--- src/rtl/klein_key_sched.sv ---
// ---------------------------------------------------------------------------
// KleinKeySched (module klein_key_sched)
//
// Sequential KLEIN-64/80/96 key scheduler. A key is loaded on start. The
// block then streams round keys sk^1..sk^(NR+1) in forward order, or
// sk^(NR+1)..sk^1 in reverse order for the decryption datapath. It takes one
// schedule step per cycle, and a valid/ready handshake paces the stream.
//
// Ports:
//   clk      - clock
//   rst      - synchronous active-high reset
//   start    - load key_in and begin a schedule (only honoured in IDLE)
//   mode     - 00 forward, 01 reverse from master key, 10 reverse from
//              final key, 11 behaves as 00
//   key_in   - sk^1 (modes 00/01) or sk^(NR+1) (mode 10)
//   rk_out   - current round key (registered)
//   rk_idx   - round index of rk_out, 1..NR+1
//   rk_valid - rk_out/rk_idx are valid
//   rk_ready - consumer accepts rk_out this cycle
//   rk_last  - rk_out is the final key of the sequence
//   busy     - scheduler is not idle
//   done     - one-cycle pulse after the final handshake
// ---------------------------------------------------------------------------
module klein_key_sched #(
   parameter int KEY_W = 80,
   parameter int NR    = (KEY_W == 64) ? 12 : (KEY_W == 80) ? 16 : 20
) (
   input  logic             clk,
   input  logic             rst,
   input  logic             start,
   input  logic [1:0]       mode,
   input  logic [KEY_W-1:0] key_in,
   output logic [KEY_W-1:0] rk_out,
   output logic [4:0]       rk_idx,
   output logic             rk_valid,
   input  logic             rk_ready,
   output logic             rk_last,
   output logic             busy,
   output logic             done
);

   localparam int H = KEY_W / 2;
   localparam logic [4:0] NR_IDX   = 5'(NR);
   localparam logic [4:0] LAST_IDX = 5'(NR + 1);

   // KLEIN only defines 64-, 80- and 96-bit keys.
   if (!(KEY_W == 64 || KEY_W == 80 || KEY_W == 96)) begin : gBadKeyW
      $error("klein_key_sched: KEY_W must be 64, 80 or 96");
   end

   // DONE is a separate state so that the done pulse happens while the block
   // still reports busy. A start in that cycle is therefore not taken.
   typedef enum logic [1:0] {IDLE, PRE, EMIT, DONE} state_e;

   state_e           state_q, state_d;
   logic [KEY_W-1:0] key_q, key_d;
   logic [4:0]       idx_q, idx_d;
   logic             rev_q, rev_d;

   function automatic logic [3:0] sbox(input logic [3:0] x);
      logic [3:0] y;
      case (x)
         4'h0: y = 4'h7;
         4'h1: y = 4'h4;
         4'h2: y = 4'hA;
         4'h3: y = 4'h9;
         4'h4: y = 4'h1;
         4'h5: y = 4'hF;
         4'h6: y = 4'hB;
         4'h7: y = 4'h0;
         4'h8: y = 4'hC;
         4'h9: y = 4'h3;
         4'hA: y = 4'h2;
         4'hB: y = 4'h6;
         4'hC: y = 4'h8;
         4'hD: y = 4'hE;
         4'hE: y = 4'hD;
         default: y = 4'h5;
      endcase
      return y;
   endfunction

   function automatic logic [7:0] sboxByte(input logic [7:0] x);
      return {sbox(x[7:4]), sbox(x[3:0])};
   endfunction

   // Forward step: rotate both halves left by one byte, then apply a Feistel
   // swap. The round counter is mixed into byte 2 of the new upper half, and
   // bytes 1 and 2 of the new lower half pass through the S-box.
   function automatic logic [KEY_W-1:0] fwdStep(input logic [KEY_W-1:0] k,
                                                input logic [4:0]       i);
      logic [H-1:0] a, b, na, nb;
      a  = {k[KEY_W-9:H], k[KEY_W-1:KEY_W-8]};
      b  = {k[H-9:0], k[H-1:H-8]};
      na = b;
      nb = a ^ b;
      na[H-17:H-24] = na[H-17:H-24] ^ {3'b000, i};
      nb[H-9:H-16]  = sboxByte(nb[H-9:H-16]);
      nb[H-17:H-24] = sboxByte(nb[H-17:H-24]);
      return {na, nb};
   endfunction

   // Inverse step: undo fwdStep in reverse order. The S-box is an
   // involution, so the same table removes the substitution.
   function automatic logic [KEY_W-1:0] invStep(input logic [KEY_W-1:0] k,
                                                input logic [4:0]       i);
      logic [H-1:0] a, b, na, nb;
      na = k[KEY_W-1:H];
      nb = k[H-1:0];
      nb[H-9:H-16]  = sboxByte(nb[H-9:H-16]);
      nb[H-17:H-24] = sboxByte(nb[H-17:H-24]);
      na[H-17:H-24] = na[H-17:H-24] ^ {3'b000, i};
      b = na;
      a = nb ^ na;
      return {a[7:0], a[H-1:8], b[7:0], b[H-1:8]};
   endfunction

   // State, key, index and direction registers. Reset clears everything,
   // so an abort mid-schedule leaves no trace and no done pulse.
   always_ff @(posedge clk) begin
      if (rst) begin
         state_q <= IDLE;
         key_q   <= '0;
         idx_q   <= '0;
         rev_q   <= 1'b0;
      end else begin
         state_q <= state_d;
         key_q   <= key_d;
         idx_q   <= idx_d;
         rev_q   <= rev_d;
      end
   end

   // Next-state logic. PRE runs the forward schedule without presenting it,
   // so that a reverse stream can start from the final key. In EMIT the key
   // only moves on an accepted handshake. Reverse uses round i = idx-1 to
   // recover sk^(idx-1) from sk^idx.
   always_comb begin
      state_d = state_q;
      key_d   = key_q;
      idx_d   = idx_q;
      rev_d   = rev_q;
      case (state_q)
         IDLE: begin
            if (start) begin
               key_d = key_in;
               case (mode)
                  2'b01: begin
                     state_d = PRE;
                     idx_d   = 5'd1;
                     rev_d   = 1'b1;
                  end
                  2'b10: begin
                     state_d = EMIT;
                     idx_d   = LAST_IDX;
                     rev_d   = 1'b1;
                  end
                  default: begin
                     state_d = EMIT;
                     idx_d   = 5'd1;
                     rev_d   = 1'b0;
                  end
               endcase
            end
         end
         PRE: begin
            key_d = fwdStep(key_q, idx_q);
            idx_d = idx_q + 5'd1;
            if (idx_q == NR_IDX) begin
               state_d = EMIT;
            end
         end
         EMIT: begin
            if (rk_ready) begin
               if (rk_last) begin
                  state_d = DONE;
               end else if (rev_q) begin
                  key_d = invStep(key_q, idx_q - 5'd1);
                  idx_d = idx_q - 5'd1;
               end else begin
                  key_d = fwdStep(key_q, idx_q);
                  idx_d = idx_q + 5'd1;
               end
            end
         end
         default: begin
            state_d = IDLE;
         end
      endcase
   end

   // Output decode. The key and index are presented straight from their
   // registers. Because they only change on a handshake, they hold steady
   // while the consumer stalls.
   always_comb begin
      rk_out   = key_q;
      rk_idx   = idx_q;
      rk_valid = (state_q == EMIT);
      rk_last  = (state_q == EMIT) &&
                 (rev_q ? (idx_q == 5'd1) : (idx_q == LAST_IDX));
      busy     = (state_q != IDLE);
      done     = (state_q == DONE);
   end

endmodule
--- config.mk ---
export PLATFORM = sky130hd
export DESIGN_NAME = klein_key_sched
export DESIGN_NICKNAME = d
export VERILOG_FILES = /design/src/rtl/klein_key_sched.sv
export SDC_FILE = /design/constraint.sdc
export NUM_CORES = 1
export LEC_CHECK = 0
export BUFFER_PORTS_ARGS = -buffer_cell sky130_fd_sc_hd__clkbuf_2
export CAP_MARGIN = 10
export CORE_ASPECT_RATIO = 1.1
export CORE_MARGIN = 8
export CORE_UTILIZATION = 30
export DETAILED_ROUTE_END_ITERATION = 12
export GPL_TIMING_DRIVEN = 0
export SLEW_MARGIN = 20
export SYNTH_ARGS = -nofsm -noshare
export SYNTH_HDL_FRONTEND = slang
export SYNTH_SLANG_ARGS = --single-unit
--- constraint.sdc ---
create_clock -name clk -period 2.94 [get_ports clk]
set_input_delay 0.588 -clock clk [delete_from_list [all_inputs] [get_ports clk]]
set_output_delay 0.588 -clock clk [all_outputs]
set_load 0.005 [all_outputs]
-- Yosys cells after proc, flatten, opt, wreduce, memory -nomap -nowiden
Memories as Yosys holds them, arrays and structs flattened. A register that Yosys moved wholly into a read port is not among the register bits.
Index checks and enable logic that the tools add are counted.
- flip-flop bits (word level): 88
- memory bits (read-only): 768
- output and inout port bits: 89
- logic and storage cells: 86
- memories: 12
- $add $sub $neg: 2
- equal/unequal tests: 13
- multiplexer cells: 43
- bitwise logic cells: 4
- reduce and logical (&&, ||, !) cells: 8
- memory list (name ; words ; bits a word ; rd ports ; clocked after memory_dff ; wr ports ; RTL line ; RTL):
    (no name shown) ; 16 ; 4 ; 1 ; 0 ; 0 ; 62 ; case (x)
    (no name shown) ; 16 ; 4 ; 1 ; 0 ; 0 ; 62 ;
    (no name shown) ; 16 ; 4 ; 1 ; 0 ; 0 ; 62 ;
    (no name shown) ; 16 ; 4 ; 1 ; 0 ; 0 ; 62 ;
    (no name shown) ; 16 ; 4 ; 1 ; 1 ; 0 ; 62 ;
    (no name shown) ; 16 ; 4 ; 1 ; 1 ; 0 ; 62 ;
    +6 memories ; n/a ; n/a ; n/a ; n/a ; n/a ; n/a ;
- operators with widths (kind ; count):
    80-bit two-way mux ; 4
    80-bit one-hot mux with 3 select lines ; 1
    4-bit two-way mux ; 24
    40-bit XOR ; 2
    5-bit two-way mux ; 5
    8-bit by 5-bit XOR with 8-bit output ; 2
    5-bit one-hot mux with 3 select lines ; 1
    5-bit equality test, second input constant ; 2
    2-bit two-way mux ; 5
    4-bit AND reduction ; 2
    2-bit equality test, second input constant ; 3
    2-bit inequality test, second input constant ; 3
    2-bit one-hot mux with 3 select lines ; 1
    5-bit by 1-bit adder with 5-bit output, second input constant ; 1
    5-bit by 1-bit equality test with 1-bit output, second input constant ; 1
    5-bit by 1-bit subtractor with 5-bit output, second input constant ; 1
    2-bit by 1-bit equality test with 1-bit output, second input constant ; 2
    2-bit by 1-bit inequality test with 1-bit output, second input constant ; 2
    3-bit nonzero test ; 1
    2-bit zero test ; 1
    1-bit two-way mux ; 2
    2-bit AND reduction ; 1
    2-bit nonzero test ; 1
    2-bit OR reduction ; 1
    1-bit logical AND ; 1

-- Logic depth before layout (Yosys ltp)
Gate-level depths: netlist of the first run.
- word-level depth: 13
- gate-level depth with buffers: 16

-- Least setup slack after synthesis of the first run
OpenSTA, ideal clock, no wires.
- kind: reg2reg
- start: register state_q[0]
- end: register (tool-made name)
- library setup time: 0.128 ns
- arrival: 2.921 ns
- required time: 2.812 ns
- path slack: -0.108 ns
- cell stages (with the launch flop): 14
- clock period less this slack: 3.048 ns
- cell sequence: dfxtp_1 > inv_1 > ha_1 > nor2b_1 > a211o_1 > nor2_2 > buf_4 > o311ai_0 > a21oi_1 > inv_1 > ha_1 > or3_1 > o31ai_1 > mux2i_1
- RTL lines (element ; RTL line ; RTL):
    start: declaration ; 55 ; state_e state_q, state_d;
    start signal: assignment ; 127 ; state_q <= state_d;

==> impl_metrics.py, run 1 <==
metrics = {
    "status": {
        "status": "finished clean",
    },
    "synthesis": {
        "synthesis.area_um2": 7400,
        "synth-warning-count": 0,
        "ys.flop_type": "sky130_fd_sc_hd__dfxtp_1",
        "count_of_flip_flops_with_a_built_in_enable_after_synthesis": 0,
        "synth_top_area_share_pct": 28.1,
        "syn_avg_cell_area_um2": 8.40,
        "synth.ff_latch_count": 104,
        "ys_top_cells_by_area": "sky130_fd_sc_hd__dfxtp_1 28%, sky130_fd_sc_hd__ha_1 7.4%, sky130_fd_sc_hd__o211ai_1 7.1%",
        "seq_total_area_yosys_pct": 28.1,
        "asyncSetResetFlopFracSynth_pct": 0,
        "synth_fp_nets": 1011,
        "yosys.cell_types.count": 73,
        "syn-instance-count": 881,
        "synth_largest_area_cell": "sky130_fd_sc_hd__dfxtp_1",
    },
    "timing": {
        "timing.final.max_slew_violations": 0,
        "timing_worst_slew_pin_value_ps": 900,
        "hold_ws_ps": 447,
        "max_clock_freq_ghz": 0.347,
        "min_period_over_period_pct": 97.9,
        "min_period_ps": 2880,
        "max-slew-margin-rel_pct": 40.0,
        "setup_viol_count_final": 0,
        "finalHoldViolations": 0,
        "fin_skew_ps": 12.6,
        "grt_setup_unrepaired": "yes",
    },
    "critical_path": {
        "timing.critical_path.arrival_ps": 3120,
        "critPathMaxFanout": 6,
        "critical_path_s_top_delay_family": "multiplexers",
        "worstPathCellList": "xnor2_2 > ha_1 > mux4_1 > o211ai_1 > a311oi_2 > buf_4 > ha_1 > a21oi_1 > a21oi_1 > mux2_2",
        "timing.rr.start": "rk_out[57]",
        "crit_slowest_cell": "sky130_fd_sc_hd__dfxtp_1",
        "crit_buf_inv": 1,
        "timing.critical_path.required_ps": 3190,
        "rr_worst_depth": 10,
        "path_class": "reg -> reg",
        "crit_path_start_kind": "register",
        "timing.reg2reg.setup_slack_ps": 60,
        "slowest_delay_ps": 530,
        "timing.critical_path.to_type": "register",
    },
    "global_route": {
        "grt_start_max_net_pins": 15,
        "grt.total_usage_pct": 22.3,
        "grt_antenna_before_repair": 0,
        "via_count_of_the_first_global_routing_pass": 8083,
        "grt_pass1_wl_um": 51200,
        "grt.overflow.total": 0,
    },
    "clock_network": {
        "clock-root-buffer": "sky130_fd_sc_hd__clkbuf_16",
        "clock_tree_from_tritoncts": "done",
        "clock-sinks": 104,
        "clk_transition_reported_paths_ps": 70,
        "cts_inserted_buffers": 9,
        "ctsLongestPathBuffers": 2,
        "cts-htree-levels": 3,
        "worstSkewPairLatency_ps": 360,
    },
    "die": {
        "die_w_um": 166,
        "die_boundary_height_um": 181,
        "die_area_um2": 30000,
        "placeableCoreArea_um2": 24400,
        "io_pins": 175,
        "initial_utilization_pct": 30.3,
        "total_number_of_placement_rows": 60,
    },
    "finish": {
        "antenna_cells_inserted": 0,
        "mostFrequentLayoutCells": "179 x sky130_fd_sc_hd__clkbuf_2, 101 x sky130_fd_sc_hd__nand2_1, 91 x sky130_fd_sc_hd__a21oi_1",
        "final_nets": 1216,
        "drive_above_1_share_pct": 30.7,
        "layout_commonest_cell": "sky130_fd_sc_hd__clkbuf_2",
        "finalInstanceArea_um2": 9590,
        "final.fill_count": 2474,
        "area.growth.synth_to_final_pct": 29.5,
    },
    "route": {
        "post_drt_via_cell_ratio": 5.83,
        "detailedRoute.firstPassIterationCount": 6,
        "post_drt_wl_per_cell_um": 25.1,
        "ant_nets": 0,
        "routed-via-count": 8159,
        "drtIter0Drc": 827,
        "drc": 0,
        "drt-total-wl_um": 35100,
    },
    "pwr": {
        "p_per_area_nw_per_um2": 1640,
        "vdd_ir_drop_max_mv": 0.731,
        "power_leakage_nw": 3.98,
    },
    "run": {
        "timing.max_cap.violations": 0,
    },
    "placement": {
        "half_perimeter_wire_length_after_detailed_placement_um": 27300,
        "place_congestion": 0.983,
        "dpl-instance-area_um2": 8670,
        "io_buffer_count": 173,
    },
    "worst_hold_path": {
        "whs_path_cells": 2,
        "hold-path-endpoint": "rev_q",
        "holdCritPathClass": "in -> reg",
        "min-delay-start": "start",
    },
}
per-stage QoR:
| stage | total power, mW | setup TNS (ps) | setup WS (ps) | util [%] | instances |
|---|---|---|---|---|---|
| 5_1_grt | 16.5 | -77.9 | -40.3 | 39.3 | 1399 |
| 6_report | 15.7 | 0 | 61.1 | 39.3 | 1399 |
| 4_1_cts | 14.8 | -22.1 | -14.4 | 38.1 | 1393 |
| 3_3_place_gp | 12.9 | -18190 | -784 | 35.5 | 1364 |
| 2_1_floorplan | 9.44 | -20.1 | -20.1 | - | 881 |
| 3_5_place_dp | 12.9 | -20550 | -771 | 35.5 | 1364 |
routing by layer:
metal / wire (um) / global-route usage (%) / vias up
met2: 16100 / 36.4 / 498
met1: 14100 / 26.9 / 3897
met3: 3260 / 5.12 / 110
met5: 0 / 0 / -
met4: 1690 / 11.8 / 0
li1: - / - / 3654
layout make-up:
cell class | instances | area [um2] | share of cell area (%)
clock buffers | 14 | 274 | 2.86
repair buffers | 196 | 1040 | 10.8
flip-flops and latches | 104 | 2110 | 22.0
inverters | 44 | 169 | 1.76
well taps | 310 | 388 | 4.04
multi-input cells | 658 | 5220 | 54.5
plain buffers | 73 | 388 | 4.04
how the worst max path moves through the flow:
stage	cells after the start	to	start	slack, ps
finish	10	register	rk_out[57]	60
detailed placement	14	register	state_q[0]	-770
floorplan	14	register	state_q[0]	-20
global placement	14	register	state_q[0]	-780
global route	10	register	rk_out[17]	-40
CTS	13	register	state_q[0]	-10
cells by family after synthesis:
family          after synthesis  share of synthesized area [%]
compound gates              307                           30.0
simple gates                188                           11.4
buf+inv                     119                           6.52
flops                       104                           28.1
xor+xnor                     74                           9.16
mux                          45                           7.30
fa+ha+maj                    44                           7.43
cells in the mapped netlist (all sizes together), types with 2 or more instances:
master	number
a221oi	5
o221ai	13
a211o	3
or3	6
dfxtp	104
o211ai	70
nand4	2
inv	42
a211oi	10
nor3	8
a2111oi	3
xor2	40
mux2i	30
a311oi	4
a2bb2oi	3
clkbuf	48
o31ai	3
o22ai	3
o21a	2
buf	27
nand2b	3
a31oi	8
o21ai	21
a32oi	2
ha	44
xnor2	34
and2	4
nand3	11
mux2	9
o311ai	3
and3	3
nor2b	3
a21oi	94
or2	3
clkinv	2
a22oi	2
nor2	39
mux4	6
nand2	101
a221o	50
where the power goes:
| group | internal (mW) | total [mW] | switching (mW) |
|---|---|---|---|
| sequential | 2.14 | 3.40 | 1.26 |
| clock | 0.638 | 1.20 | 0.564 |
| combinational | 4.63 | 11.1 | 6.47 |
timing repair:
item / CTS / global route
resized for setup: 57 / 65
hold buffers: 0 / 0
buffers inserted: 17 / 6
pin swaps: 11 / 12
setup endpoints to repair: 80 / 41
Power figures use the tool's default switching activity.
==> run 2: changes to the inputs <==
--- a/config.mk
+++ b/config.mk
@@ -5,6 +5,7 @@
 export SDC_FILE = /design/constraint.sdc
 export NUM_CORES = 1
 export LEC_CHECK = 0
+export ABC_AREA = 1
 export BUFFER_PORTS_ARGS = -buffer_cell sky130_fd_sc_hd__clkbuf_2
 export CAP_MARGIN = 10
 export CORE_ASPECT_RATIO = 1.1
==> impl_metrics.py, run 2 <==
metrics = {
    "status": {
        "status": "finished clean",
    },
    "critical_path": {
        "worstPathCellList": "clkbuf_1 > inv_1 > buf_2 > buf_1 > nand2_2 > ha_2 > or2_2 > nand2_1 > nand2_1 > nand2_1 > nand2_1",
        "timing.rr.start": "state_q[0]",
        "timing.critical_path.arrival_ps": 3110,
        "crit_path_start_kind": "primary input",
        "timing.critical_path.required_ps": 3200,
        "cp_common_cell": "sky130_fd_sc_hd__nand2_1",
        "rr_worst_depth": 18,
        "timing.reg2reg.setup_slack_ps": 100,
        "crit_slowest_cell": "sky130_fd_sc_hd__buf_1",
        "path_class": "in -> reg",
        "critPathMaxFanout": 10,
        "worstSetupStartpoint": "rst",
        "timing.critical_path.to_type": "register",
        "slowest_delay_ps": 610,
    },
    "route": {
        "routed-via-count": 9243,
        "drc": 0,
        "drt-total-wl_um": 37200,
        "post_drt_via_cell_ratio": 5.25,
        "ant_nets": 0,
        "post_drt_wl_per_cell_um": 21.1,
        "drtIter0Drc": 1017,
        "detailedRoute.firstPassIterationCount": 5,
    },
    "timing": {
        "max-slew-margin-rel_pct": 37.0,
        "finalHoldViolations": 0,
        "max_clock_freq_ghz": 0.351,
        "timing_worst_slew_pin_value_ps": 944,
        "timing.final.max_slew_violations": 0,
        "min_period_ps": 2850,
        "setup_viol_count_final": 0,
        "postLayoutSetupSlackWorst_ps": 88.4,
        "min_period_over_period_pct": 97.0,
        "fin_skew_ps": 13.7,
        "fin_tns_setup_ps": 0,
    },
    "finish": {
        "area.growth.synth_to_final_pct": 21.6,
        "final_nets": 1536,
        "layout_commonest_cell": "sky130_fd_sc_hd__nand2_1",
        "mostFrequentLayoutCells": "324 x sky130_fd_sc_hd__nand2_1, 176 x sky130_fd_sc_hd__clkbuf_2, 118 x sky130_fd_sc_hd__o21ai_0",
        "antenna_cells_inserted": 0,
        "final.fill_count": 2912,
        "postLayoutCoreUtil_pct": 37.0,
        "drive_above_1_share_pct": 19.8,
        "final_cells": 1762,
    },
    "die": {
        "die_area_um2": 31900,
        "placeableCoreArea_um2": 26100,
        "total_number_of_placement_rows": 62,
        "io_pins": 175,
        "die_boundary_height_um": 187,
        "die_w_um": 171,
        "initial_utilization_pct": 30.5,
    },
    "clock_network": {
        "clk_transition_reported_paths_ps": 80,
        "clock-sinks": 104,
        "clock-root-buffer": "sky130_fd_sc_hd__clkbuf_16",
        "cts-htree-levels": 3,
        "cts.hold.buffers_added": 0,
        "clock_tree_from_tritoncts": "done",
        "ctsLongestPathBuffers": 2,
        "worstSkewPairLatency_ps": 370,
        "cts_inserted_buffers": 9,
    },
    "synthesis": {
        "syn_avg_cell_area_um2": 6.51,
        "ys_top_cells_by_area": "sky130_fd_sc_hd__dfxtp_1 26%, sky130_fd_sc_hd__nand2_1 16%, sky130_fd_sc_hd__o21ai_0 7.4%",
        "asyncSetResetFlopFracSynth_pct": 0,
        "ys.flop_type": "sky130_fd_sc_hd__dfxtp_1",
        "syn-instance-count": 1219,
        "synth.ff_latch_count": 104,
        "count_of_flip_flops_with_a_built_in_enable_after_synthesis": 0,
        "synth_top_area_share_pct": 26.2,
        "synth_fp_nets": 1349,
        "seq_total_area_yosys_pct": 26.2,
        "yosys.cell_types.count": 40,
        "synth-warning-count": 0,
        "synth.most_common_cell": "sky130_fd_sc_hd__nand2_1",
        "synthesis.area_um2": 7940,
        "synth_largest_area_cell": "sky130_fd_sc_hd__dfxtp_1",
        "most_numerous_cell_types_in_the_synthesized_netlist": "328 x sky130_fd_sc_hd__nand2_1, 118 x sky130_fd_sc_hd__o21ai_0, 104 x sky130_fd_sc_hd__dfxtp_1",
    },
    "placement": {
        "half_perimeter_wire_length_after_detailed_placement_um": 29400,
        "place_worst_setup_slack_ps": -218,
        "io_buffer_count": 173,
        "place_congestion": 0.955,
        "dp_cells": 1744,
    },
    "global_route": {
        "grt_pass1_wl_um": 54300,
        "via_count_of_the_first_global_routing_pass": 8857,
        "grt_antenna_before_repair": 2,
        "grt_start_max_net_pins": 16,
        "grt.overflow.total": 0,
        "grt.total_usage_pct": 22.6,
    },
    "worst_hold_path": {
        "whs_path_cells": 2,
        "holdCritPathClass": "in -> reg",
    },
    "run": {
        "timing.max_cap.violations": 0,
    },
}
==> run 2: cell types whose count changed in the layout (fill, tap and decap cells not counted), sizes merged, moves of 29 or more <==
| cell | change |
|---|---|
| a221o | -50 |
| inv | +52 |
| mux2i | -30 |
| nand2 | +237 |
| nand3 | +88 |
| nor2 | +51 |
| o211ai | -29 |
| o21ai | +105 |
==> run 2: worst max-delay path, delay by kind of cell <==
kind	cells	cell delay, ps
fa+ha+maj	1	220
buf+inv	4	1560
simple gates	6	730
==> run 2: worst min-delay path by stage <==
stage | startpoint | end | slack (ps)
final | start | rev_q | 460
after global routing | start | rev_q | 470
after CTS | start | rev_q | 460
after detailed placement | rk_out[50] | rk_out[50] | 510
after global placement | rk_out[50] | rk_out[50] | 510
after floorplan | rk_out[51] | rk_out[51] | 500
==> run 2: kinds of logic (layout without fill, tap and decap cells) <==
| logic type | count (synthesis) | count (layout) | synth area share (%) |
|---|---|---|---|
| compound gates | 292 | 292 | 21.5 |
| buf+inv | 172 | 363 | 9.28 |
| flops | 104 | 104 | 26.2 |
| xor+xnor | 68 | 68 | 7.50 |
| fa+ha+maj | 44 | 44 | 6.93 |
| simple gates | 539 | 539 | 28.5 |
==> run 2: layer usage <==
metal	up-vias	share of wire (%)	GRT usage, %
met2	507	45	36.4
met4	4	4.6	11.2
li1	4396	-	-
met3	94	9.2	4.64
met1	4242	41	28.1
met5	-	0.073	0
==> run 2: what timing repair did <==
action / 4_1_cts / 5_1_grt
buffers inserted: 0 / 3
pin swaps: 0 / 3
endpoints found under the hold margin: 0 / 0
gates resized for setup: 3 / 17
endpoints found under the setup margin: 13 / 16
==> run 2: cell type report <==
type / instances / area [um2] / area share (%)
Multi-Input combinational cell: 943 / 5190 / 53.7
Sequential cell: 104 / 2090 / 21.6
Timing Repair Buffer: 176 / 888 / 9.20
Tap cell: 352 / 440 / 4.56
Buffer: 77 / 385 / 3.99
Inverter: 95 / 362 / 3.75
Clock buffer: 12 / 267 / 2.76
Clock inverter: 3 / 40.0 / 0.415
==> run 2: stage by stage <==
step / cell area [um2] / hold WS, ps
final: 9650 / 465
after global routing: 9650 / 470
after CTS: 9560 / 456
after detailed placement: 9250 / 511
after global placement: 9250 / 512
after floorplan: 7940 / 497
Power of run 2 is left out: the tool's default activity adds up to more than one toggle a clock period on the data nets, which glitch-free logic cannot reach.
